$ cat src/rtl/gain_mult_scheduler.sv
// Schedules L+R and L-R gain products onto one shared sequential multiplier.
// Define GAIN_SCHED_ROUND_EN to round half up before the divide-by-8 scaling.
module gain_mult_scheduler #(
    parameter int TIMEOUT = 64
) (
    input  logic               clock,
    input  logic               reset,
    input  logic               sample_valid,
    input  logic signed [17:0] LEFT,
    input  logic signed [17:0] RIGHT,
    input  logic        [3:0]  Ks,
    input  logic        [3:0]  Kd,
    output logic               mult_start,
    output logic signed [17:0] mult_A,
    output logic signed [4:0]  mult_B,
    input  logic               mult_ready,
    input  logic signed [22:0] mult_R,
    output logic signed [17:0] LpR_out,
    output logic signed [17:0] LmR_out,
    output logic               out_valid,
    output logic               busy,
    output logic               overrun,
    output logic               timeout_err
);

    localparam int CNT_W = $clog2(TIMEOUT + 1);
    localparam logic [CNT_W-1:0] CNT_LAST = CNT_W'(TIMEOUT - 1);

    typedef enum logic [2:0] {
        S_IDLE      = 3'd0,
        S_START_SUM = 3'd1,
        S_WAIT_SUM  = 3'd2,
        S_START_DIF = 3'd3,
        S_WAIT_DIF  = 3'd4,
        S_DONE      = 3'd5
    } state_t;

    state_t                   state_r;
    logic signed [17:0]       dif_r;
    logic        [3:0]        kd_r;
    logic                     ready_q_r;
    logic        [CNT_W-1:0]  wait_cnt_r;
    logic                     mult_start_r;
    logic signed [17:0]       mult_a_r;
    logic signed [4:0]        mult_b_r;
    logic signed [17:0]       lpr_r;
    logic signed [17:0]       lmr_r;
    logic                     out_valid_r;
    logic                     busy_r;
    logic                     overrun_r;
    logic                     timeout_err_r;

    logic signed [18:0]       sum_s;
    logic signed [18:0]       dif_s;
    logic                     ready_edge_s;

    // Clamp a 19-bit signed value into the 18-bit signed range.
    function automatic logic signed [17:0] sat19(input logic signed [18:0] v);
        logic signed [17:0] r;
        if (v > 19'sh1FFFF) begin
            r = 18'sh1FFFF;
        end else if (v < 19'sh60000) begin
            r = 18'sh20000;
        end else begin
            r = v[17:0];
        end
        return r;
    endfunction

    // Divide the product by 8 (arithmetic) and clamp to 18-bit signed.
    function automatic logic signed [17:0] scale(input logic signed [22:0] p);
        logic signed [23:0] w;
        logic signed [17:0] r;
        w = {p[22], p};
`ifdef GAIN_SCHED_ROUND_EN
        w = w + 24'sd4;
`endif
        w = w >>> 3;
        if (w > 24'sh01FFFF) begin
            r = 18'sh1FFFF;
        end else if (w < 24'shFE0000) begin
            r = 18'sh20000;
        end else begin
            r = w[17:0];
        end
        return r;
    endfunction

    // Sum/difference are formed one bit wider so overflow can be clamped.
    assign sum_s        = {LEFT[17], LEFT} + {RIGHT[17], RIGHT};
    assign dif_s        = {LEFT[17], LEFT} - {RIGHT[17], RIGHT};
    assign ready_edge_s = mult_ready & ~ready_q_r;

    assign mult_start  = mult_start_r;
    assign mult_A      = mult_a_r;
    assign mult_B      = mult_b_r;
    assign LpR_out     = lpr_r;
    assign LmR_out     = lmr_r;
    assign out_valid   = out_valid_r;
    assign busy        = busy_r;
    assign overrun     = overrun_r;
    assign timeout_err = timeout_err_r;

    // Scheduler FSM with all outputs registered.
    always_ff @(posedge clock) begin
        if (reset) begin
            state_r       <= S_IDLE;
            dif_r         <= 18'sd0;
            kd_r          <= 4'd0;
            ready_q_r     <= 1'b0;
            wait_cnt_r    <= '0;
            mult_start_r  <= 1'b0;
            mult_a_r      <= 18'sd0;
            mult_b_r      <= 5'sd0;
            lpr_r         <= 18'sd0;
            lmr_r         <= 18'sd0;
            out_valid_r   <= 1'b0;
            busy_r        <= 1'b0;
            overrun_r     <= 1'b0;
            timeout_err_r <= 1'b0;
        end else begin
            ready_q_r <= mult_ready;
            if (sample_valid && (state_r != S_IDLE)) begin
                overrun_r <= 1'b1;
            end
            case (state_r)
                S_IDLE: begin
                    if (sample_valid) begin
                        dif_r        <= sat19(dif_s);
                        kd_r         <= Kd;
                        mult_a_r     <= sat19(sum_s);
                        mult_b_r     <= {1'b0, Ks};
                        mult_start_r <= 1'b1;
                        busy_r       <= 1'b1;
                        state_r      <= S_START_SUM;
                    end
                end
                S_START_SUM: begin
                    mult_start_r <= 1'b0;
                    wait_cnt_r   <= '0;
                    state_r      <= S_WAIT_SUM;
                end
                S_WAIT_SUM: begin
                    if (ready_edge_s) begin
                        lpr_r        <= scale(mult_R);
                        mult_a_r     <= dif_r;
                        mult_b_r     <= {1'b0, kd_r};
                        mult_start_r <= 1'b1;
                        state_r      <= S_START_DIF;
                    end else if (wait_cnt_r == CNT_LAST) begin
                        timeout_err_r <= 1'b1;
                        busy_r        <= 1'b0;
                        state_r       <= S_IDLE;
                    end else begin
                        wait_cnt_r <= wait_cnt_r + CNT_W'(1);
                    end
                end
                S_START_DIF: begin
                    mult_start_r <= 1'b0;
                    wait_cnt_r   <= '0;
                    state_r      <= S_WAIT_DIF;
                end
                S_WAIT_DIF: begin
                    if (ready_edge_s) begin
                        lmr_r       <= scale(mult_R);
                        out_valid_r <= 1'b1;
                        state_r     <= S_DONE;
                    end else if (wait_cnt_r == CNT_LAST) begin
                        timeout_err_r <= 1'b1;
                        busy_r        <= 1'b0;
                        state_r       <= S_IDLE;
                    end else begin
                        wait_cnt_r <= wait_cnt_r + CNT_W'(1);
                    end
                end
                S_DONE: begin
                    out_valid_r <= 1'b0;
                    busy_r      <= 1'b0;
                    state_r     <= S_IDLE;
                end
                default: begin
                    mult_start_r <= 1'b0;
                    out_valid_r  <= 1'b0;
                    busy_r       <= 1'b0;
                    state_r      <= S_IDLE;
                end
            endcase
        end
    end

endmodule

$ cat config.mk
export PLATFORM = sky130hd
export DESIGN_NAME = gain_mult_scheduler
export DESIGN_NICKNAME = d
export VERILOG_FILES = /design/src/rtl/gain_mult_scheduler.sv
export SDC_FILE = /design/constraint.sdc
export NUM_CORES = 1
export LEC_CHECK = 0
export CORE_MARGIN = 3
export CORE_UTILIZATION = 56
export CTS_BUF_LIST = sky130_fd_sc_hd__clkbuf_4 sky130_fd_sc_hd__clkbuf_8
export CTS_CLUSTER_DIAMETER = 40
export DETAILED_ROUTE_END_ITERATION = 10
export PLACE_DENSITY = 0.88
export REMOVE_ABC_BUFFERS = 1
export SLEW_MARGIN = 25
export SYNTH_ARGS = -nofsm -noshare
export SYNTH_HDL_FRONTEND = slang
export SYNTH_SLANG_ARGS = --single-unit
export TNS_END_PERCENT = 50
$ cat constraint.sdc
create_clock -name clock -period 6.4 [get_ports clock]
set_input_delay 1.28 -clock clock [delete_from_list [all_inputs] [get_ports clock]]
set_output_delay 1.28 -clock clock [all_outputs]
set_load 0.05 [all_outputs]
==> flow_metrics.py <==
metrics = {
    "run_status": {
        "status": "complete, no violations",
    },
    "floorplanning": {
        "core_um2": 9955,
        "die_h_um": 107.9,
        "fp.dieArea_um2": 11640,
        "ios": 135,
        "rows": 36,
        "start_util_pct": 58.40,
        "die_w_um": 107.9,
    },
    "sta": {
        "tightest_slew_ns": 1.030,
        "clock_skew_ns": 0.007465,
        "slew_viol_final": 0,
        "rsz0062_at_grt": "false",
        "setup_viol": 0,
        "max_freq_mhz": 218.4,
        "tns_ns": 0,
        "finalHoldViolations": 0,
        "fin_crit_sh_pct": 71.54,
        "whs_ns": 0.4385,
        "period_minus_slack_ns": 4.579,
        "slew_headroom_pct": 31.15,
    },
    "critical_path": {
        "r2r_slack_ns": 3.71,
        "worstPathRequired_ns": 6.70,
        "crit_start": "RIGHT[1]",
        "critPathCaptureType": "flop",
        "worst_path_largest_cell_delay_ns": 0.68,
        "crit_top_cell": "o21ai_0",
        "crit_type": "input pin to flop",
        "ff2ff_path_depth": 6,
        "arrival_ns": 4.87,
        "crit_chain": "clkdlybuf4s50_1 > inv_1 > ha_1 > nor2b_1 > o31ai_1 > a21o_1 > o21ai_0 > a211oi_1 > o2bb2ai_1 > a31oi_1 > o21ai_0 > a21oi_1",
        "rr_startpoint": "state_r[2]",
        "path_max_fanout": 10,
        "cp_slowest_cell": "a31oi_1",
        "cp-start-kind": "input pin",
    },
    "power_and_ir_drop": {
        "p_per_area_nw_per_um2": 236.1,
        "finalPower_mw": 1.735,
        "vdd_ir_drop_max_mv": 0.1442,
        "leakage_nw": 2.930,
    },
    "logic_synthesis": {
        "synthAdderAreaFrac_pct": 9.858,
        "synth-edff-count": 0,
        "async_flop_share_pct": 0,
        "synth_top_family_by_area": "compound AO/OA/AOI/OAI gates",
        "synth_warnings": 0,
        "synth_cell_types": 68,
        "yosys_most_used_dff": "dfxtp_1",
        "synth-simple-area-share_pct": 21.07,
        "syn_avg_cell_area_um2": 7.649,
        "synth_xor_area_share_pct": 4.821,
        "synth-seq-cells": 96,
        "yosysSeqAreaShare_pct": 33.06,
        "synth_compound_area_share_pct": 23.78,
        "syn_inst": 760,
        "syn-cell-area_um2": 5813,
        "synth.area.mux_share_pct": 1.421,
    },
    "place": {
        "port_buffers": 130,
        "placed_cells": 982,
        "gp_congestion": 0.8957,
        "hpwlAfterDp_mm": 11.40,
    },
    "detailed_routing": {
        "vias": 5760,
        "wl_per_cell_um": 15.24,
        "wirelength_mm": 15.19,
        "drtIter0Drc": 462,
        "ant_nets": 0,
        "drc_errors": 0,
        "vias_per_cell": 5.777,
        "firstDrtPassIters": 5,
    },
    "clocking": {
        "cts-resized-gates": 0,
        "cts_sinks": 96,
        "clk_path_buf_depth": 2,
        "ctsHoldBuffers": 0,
        "cts_root_buffer": "clkbuf_8",
        "cts_setup_buffers": 0,
        "htree_num_levels": 3,
        "clk_latency_ns": 0.36,
        "clkTransAtPathRegs_ns": 0.09,
        "cts_tree": "built",
        "cts_made_buffers": 9,
    },
    "grt": {
        "grt_pass1_wl_mm": 24.98,
        "grt_max_degree": 78,
        "grt_pass1_vias": 5510,
        "track_usage_pct": 26.01,
        "grt_overflow_total": 0,
        "antenna_found_initial": 0,
    },
    "cells_and_area": {
        "nets": 970,
        "post_route_cells_drive_above_1_share_pct": 4.282,
        "area_growth_pct": 26.37,
        "layoutNonFillerInstCount": 997,
        "n_antenna_cell": 0,
        "layout_common_cells": "nor2_1, clkdlybuf4s50_1, dfxtp_1",
        "final_common_cell": "nor2_1",
    },
    "run": {
        "max-cap-violations": 0,
    },
    "hold_path": {
        "worstHoldStart": "mult_A[5]",
        "hp-class": "flop to flop",
        "worst_hold_path.num_cells": 2,
    },
}
==> critical path: cells and delay by family <==
kind / cells / cell delay [ns]
AOI/OAI and AO/OA: 8 / 2.49
adders and majority gates: 1 / 0.30
buffers and inverters: 2 / 0.65
and+or+nand+nor: 1 / 0.15
==> final timing paths <==
kind               end
max          dif_r[13]
min          mult_A[5]
max reg2reg  mult_A[3]
min reg2reg  mult_A[5]
==> per-layer routing <==
layer	vias up	track usage, %	wire [um]
met4	0	10.46	425
li1	2828	-	-
met2	239	45.43	7408
met5	-	0	0
met3	37	3.479	941
met1	2656	32.17	6417
==> cell usage after synthesis, drive strengths merged, types with 3 or more instances <==
cell,number,area (um^2)
a211oi,19,142.6
a21o,7,52.55
a21oi,94,478.0
a221oi,3,32.53
a311oi,3,32.53
a31oi,3,18.77
and3,6,37.54
buf,16,100.1
clkbuf,28,105.1
dfxtp,96,1922
ha,37,462.9
inv,37,138.9
maj3,7,70.07
mux2i,6,60.06
nand2,46,172.7
nand2b,5,31.28
nand3,9,45.04
nand4,3,18.77
nor2,151,566.8
nor2b,14,95.09
nor3,19,106.4
nor4,8,50.05
o211ai,3,27.52
o21a,3,22.52
o21ai,58,294.0
o21bai,5,37.54
o221ai,4,35.03
o41ai,3,26.28
or3,3,18.77
xnor2,19,166.4
xor2,13,113.9
==> sequential cells by signal (all words and copies together) (netlist names) <==
signal       cells
LmR_out         18
LpR_out         18
busy             1
dif_r           18
kd_r             4
mult_A          18
mult_B           4
mult_start       1
out_valid        1
overrun          1
ready_q_r        1
state_r          3
timeout_err      1
wait_cnt_r       7
==> cell families (layout without fill, tap and decap cells) <==
group           after synthesis  after routing
mux                           8              8
buf+inv                      81            185
simple gates                274            274
xor+xnor                     32             32
flops                        96             96
fa+ha+maj                    46             46
compound gates              222            222
other cells                   1              1
==> stage by stage <==
| stage | cell area (um^2) | setup WS [ns] | utilization (%) |
|---|---|---|---|
| CTS | 7346 | 1.921 | 73.79 |
| global placement | 7098 | 1.709 | 71.30 |
| finish | 7346 | 1.821 | 73.79 |
| floorplan | 5608 | 2.678 | - |
| detailed placement | 7103 | 1.532 | 71.36 |
| global route | 7346 | 1.609 | 73.79 |
==> layout make-up <==
type / instances / area [um^2]
Sequential cell: 96 / 1922
Clock inverter: 5 / 105.1
Timing Repair Buffer: 133 / 1319
Clock buffer: 10 / 137.6
Multi-Input combinational cell: 583 / 3557
Inverter: 37 / 138.9
Fill cell: 760 / 2609
Tap cell: 133 / 166.4
==> power breakdown <==
group / switching [mW] / total [mW] / internal, mW / leakage [nW]
Clock: 0.203 / 0.471 / 0.268 / 0.115
Sequential: 0.0338 / 0.679 / 0.645 / 0.784
Combinational: 0.360 / 0.585 / 0.225 / 2.03
No activity file was read; power rests on OpenSTA's default activity.
